`src/rtl/iter_countdown.sv`:
```
// iter_countdown: loadable down-counter and iteration sequencer with a start/busy/done handshake.
// Define ITER_COUNTDOWN_AUTO_RELOAD_EN to reload the latched count at each completion.
module iter_countdown #(
  parameter int WIDTH = 6
) (
  input  logic             clk,
  input  logic             rst,
  input  logic             start,
  input  logic [WIDTH-1:0] load_val,
  input  logic             en,
  input  logic             abort,
  output logic [WIDTH-1:0] count,
  output logic             busy,
  output logic             done,
  output logic             step
);
  typedef enum logic {IDLE, RUN} state_e;
  state_e           state_q, state_d;
  logic [WIDTH-1:0] count_q, count_d;
  logic             done_q, done_d;
`ifdef ITER_COUNTDOWN_AUTO_RELOAD_EN
  logic [WIDTH-1:0] load_q, load_d;
`endif
  always_comb begin
    state_d = state_q;
    count_d = count_q;
    done_d  = 1'b0;
`ifdef ITER_COUNTDOWN_AUTO_RELOAD_EN
    load_d  = load_q;
`endif
    case (state_q)
      IDLE: if (start && !abort) begin
        if (load_val != '0) begin
          state_d = RUN;
          count_d = load_val;
`ifdef ITER_COUNTDOWN_AUTO_RELOAD_EN
          load_d  = load_val;
`endif
        end else done_d = 1'b1;
      end
      RUN: if (abort) begin
        state_d = IDLE;
        count_d = '0;
      end else if (en) begin
        if (count_q == WIDTH'(1)) begin
          done_d  = 1'b1;
`ifdef ITER_COUNTDOWN_AUTO_RELOAD_EN
          count_d = load_q;
`else
          state_d = IDLE;
          count_d = '0;
`endif
        end else count_d = count_q - WIDTH'(1);
      end
    endcase
  end
  always_ff @(posedge clk) begin
    if (rst) begin
      state_q <= IDLE;
      count_q <= '0;
      done_q  <= 1'b0;
`ifdef ITER_COUNTDOWN_AUTO_RELOAD_EN
      load_q  <= '0;
`endif
    end else begin
      state_q <= state_d;
      count_q <= count_d;
      done_q  <= done_d;
`ifdef ITER_COUNTDOWN_AUTO_RELOAD_EN
      load_q  <= load_d;
`endif
    end
  end
  assign count = count_q;
  assign busy  = (state_q == RUN);
  assign done  = done_q;
  assign step  = busy & en & ~abort;
endmodule

```
`config.mk`:
```
export PLATFORM = sky130hd
export DESIGN_NAME = iter_countdown
export DESIGN_NICKNAME = d
export VERILOG_FILES = /design/src/rtl/iter_countdown.sv
export SDC_FILE = /design/constraint.sdc
export NUM_CORES = 1
export LEC_CHECK = 0
export ABC_AREA = 1
export CAP_MARGIN = 25
export CELL_PAD_IN_SITES_DETAIL_PLACEMENT = 1
export CELL_PAD_IN_SITES_GLOBAL_PLACEMENT = 1
export CORE_AREA = 2 2 47 49
export CTS_CLUSTER_SIZE = 28
export DETAILED_ROUTE_END_ITERATION = 10
export DIE_AREA = 0 0 49 51
export PLACE_DENSITY = 0.82
export SLEW_MARGIN = 20
export SYNTH_ARGS = -nofsm -noshare
export SYNTH_HDL_FRONTEND = slang
export SYNTH_SLANG_ARGS = --single-unit
```
`constraint.sdc`:
```
create_clock -name clk -period 3.2 [get_ports clk]
set_input_delay 0.64 -clock clk [delete_from_list [all_inputs] [get_ports clk]]
set_output_delay 0.64 -clock clk [all_outputs]
set_load 0.01 [all_outputs]
```
== After elaboration in Yosys (flattened, before gate mapping) ==
Cells that the tools add are included.

* $add $sub $neg: 1
* Equal/unequal tests: 4
* Multiplexer cells: 18
* Bitwise gates (word level): 4
* Reduce and logical (&&, ||, !) cells: 4

{| class="wikitable"
|+ Operator list
! kind !! number
|-
| $mux 6 || 5
|-
| $pmux 6 s2 || 1
|-
| $mux 1 || 10
|-
| $eq 6x1->1 const B || 1
|-
| $reduce_bool 6->1 || 1
|-
| $sub 6x1->6 const B || 1
|-
| $ne 2x2->1 const B || 2
|-
| $pmux 1 s2 || 2
|-
| $ne 3x3->1 const B || 1
|-
| $reduce_and 3->1 || 1
|-
| $and 1x1->1 || 2
|-
| $not 1->1 || 2
|-
| $logic_and 1x1->1 || 1
|-
| $logic_not 1->1 || 1
|}

* Register bits after elaboration: 8
* Input port bits: 11
* Output and inout bits: 9
* Word-level logic and storage cells: 34

== Longest topological paths before layout ==
* Depth in word-level cells: 5
* Mapped depth: 8
* Gate-level depth less buffers: 8

== Worst setup path before layout ==
No wires, ideal clock.

* Path type: in2out
* From: in abort
* To: out step
* Arrival: 976 ps
* Data required time: 2560 ps
* Slack: 1584 ps
* Stages on the path: 3
* Path buffers: 0
* Cells stage by stage: nor2_4 -> inv_2 -> nor2_1

* Cells in the longest elaborated chain, start to end: 2

{| class="wikitable"
|+ Ends and longest elaborated chain
! item !! line !! RTL
|-
| from (decl) || 11 || <nowiki>input logic abort,</nowiki>
|-
| $not 1->1 || 77 || <nowiki>assign step = busy & en & ~abort;</nowiki>
|-
| $and 1x1->1 || 77 ||
|-
| to (decl) || 15 || <nowiki>output logic step</nowiki>
|}

No other way between the ends.

== Worst setup path in the final report ==
Same ends and word-level chain as after synthesis.

==> out/qor.yml <==
crit_start: "abort"
start_util_pct: 28.7
final-instance-count-excl-fill: 142
ios: 20
clockBufferDepth: 2
clkSinkCount: 8
rows: 17
vias: 660
cts_resized: 0
layout.cells.most_common_list: "nor2_1, clkdlybuf4s50_1, nand2_1, o21ai_1"
hpwlAfterDp_um: 1410
clkSlewWorstSetupHoldPaths_ns: 0.06
grt_pass1_vias: 685
cts_hold_buf: 0
hp-class: "reg2reg"
drv_cap: 0
post-place-ws_ns: 0.473
syn_avg_cell_area_um2: 6.43
ant_nets: 0
power_uw: 319
grtUsageTotal_pct: 15.4
worst_pin_slew_ns: 0.280
antenna_cells: 0
slew_headroom_pct: 81.3
die-area_mm2: 0.00250
path_class: "in2out"
ir_drop_uv: 178
synth.area.top_cells: "dfxtp_1, nor2_1, nand2_1"
grt_max_degree: 9
p_per_area_mw_per_mm2: 380
wl_um: 1690
core_mm2: 0.00206
worstPathMaxFanout: 4
cts_tree: "done"
skew_ns: 0.00700
finalHoldViolCount: 0
synth_top_area_share_pct: 27.1
synth_cell_types: 22
cts_max_level: 1
max_freq_mhz: 367
fp.dieW_um: 49
fp.dieH_um: 51
drtIter0Drc: 10
drive_above_1_share_pct: 14.9
mappedNetlistNets: 105
grt_pass1_wl_um: 2910
antenna_found_initial: 0
synth_area_leader_cell: "dfxtp_1"
synthesis.area_um2: 592
clock_latency_ns: 0.26
worst_setup_path_end_kind: "output pin"
slew_violations: 0
ys_ff_latch: 8
cp.required_ns: 2.56
vias_per_cell: 4.65
arrival_ns: 2.08
rsz0062_at_grt: "false"
gr-total-overflow: 0
fin_ws_ns: 0.476
netlist_instances: 92
final_common_cell: "nor2_1"
nets: 129
setup_tns_ns: 0
cts_buffers: 3
drt_first_pass_iters: 4
dp.cells: 139
drcViolationCount: 0
hp-start: "count[1]"
reg2reg_from: "count[0]"
wl_per_cell_um: 11.9
ys_seq_area_share_pct: 27.1
cp-start-kind: "input port"
whs_ns: 0.554
io_buffers: 19
root_buffer: "clkbuf_4"
status: "finished clean"
finalCritPeriodShare_pct: 85.1
cts_setup_buffers: 0
p_leak_nw: 0.374
gp_congestion: 0.733
ys_warn_count: 0
syn2layout_area_growth_pct: 41.9
finalSetupViolCount: 0
min_period_ns: 2.72
layer usage:
metal | GRT usage [%] | part of all wire [%]
met1 | 16.5 | 43
met2 | 28.8 | 50
met3 | 1.75 | 3.7
met4 | 10.0 | 2.8
met5 | 0 | 0
cell usage after synthesis:
| cell type | instances |
|---|---|
| nor2_1 | 21 |
| nand2_1 | 18 |
| o21ai_1 | 9 |
| dfxtp_1 | 8 |
| inv_1 | 8 |
| nand3_1 | 6 |
| inv_2 | 3 |
| nand2_4 | 3 |
| ha_1 | 2 |
| nor2_4 | 2 |
| a21boi_1 | 1 |
| a21oi_1 | 1 |
| inv_4 | 1 |
| nand2_2 | 1 |
| nand3_2 | 1 |
| nand4_1 | 1 |
| nor2_2 | 1 |
| nor3_1 | 1 |
| nor3_2 | 1 |
| o21ai_2 | 1 |
| o21bai_1 | 1 |
| xor2_1 | 1 |
power by group:
| group | total [mW] | internal, mW | leakage, nW | switching [mW] |
|---|---|---|---|---|
| sequential | 0.121 | 0.109 | 0.0659 | 0.0122 |
| clock | 0.0831 | 0.0433 | 0.0138 | 0.0398 |
| combinational | 0.115 | 0.0538 | 0.294 | 0.0611 |
stage by stage:
step / util [%] / area [um^2]
after floorplan: - / 592
after global placement: 39.6 / 817
after detailed placement: 39.6 / 817
after CTS: 40.7 / 840
after global routing: 40.7 / 840
final: 40.7 / 840
logic make-up (layout without fill, tap and decap cells):
kind of cell,after synthesis,after routing,synth area share [%]
simple gates,56,56,46.7
fa+ha+maj,2,2,4.23
compound gates,13,13,12.5
xor+xnor,1,1,1.48
buf+inv,12,34,8.03
flops,8,8,27.1
cell type report:
class / instances / area (um^2)
multi-input cells: 72 / 384
clock buffers: 3 / 22.5
well taps: 28 / 35.0
flip-flops and latches: 8 / 160
repair buffers: 19 / 190
fillers: 272 / 1220
inverters: 12 / 47.5
state kept, by name (all words and copies together), names as in the netlist:
name	cells
count	6
busy	1
done	1
worst max-delay path, cell delays in order:
cell	delay (ns)
clkdlybuf4s50_1	0.54
nor2_4	0.19
inv_2	0.07
nor2_1	0.09
clkdlybuf4s50_1	0.54
worst paths after layout:
kind                   end  slack [ns]  cells after the start
setup / recovery      step        0.48                      5
hold / removal    count[1]        0.55                      2
setup reg to reg  count[2]        1.88                      7
hold reg to reg   count[1]        0.55                      2
Power figures use the tool's default switching activity.
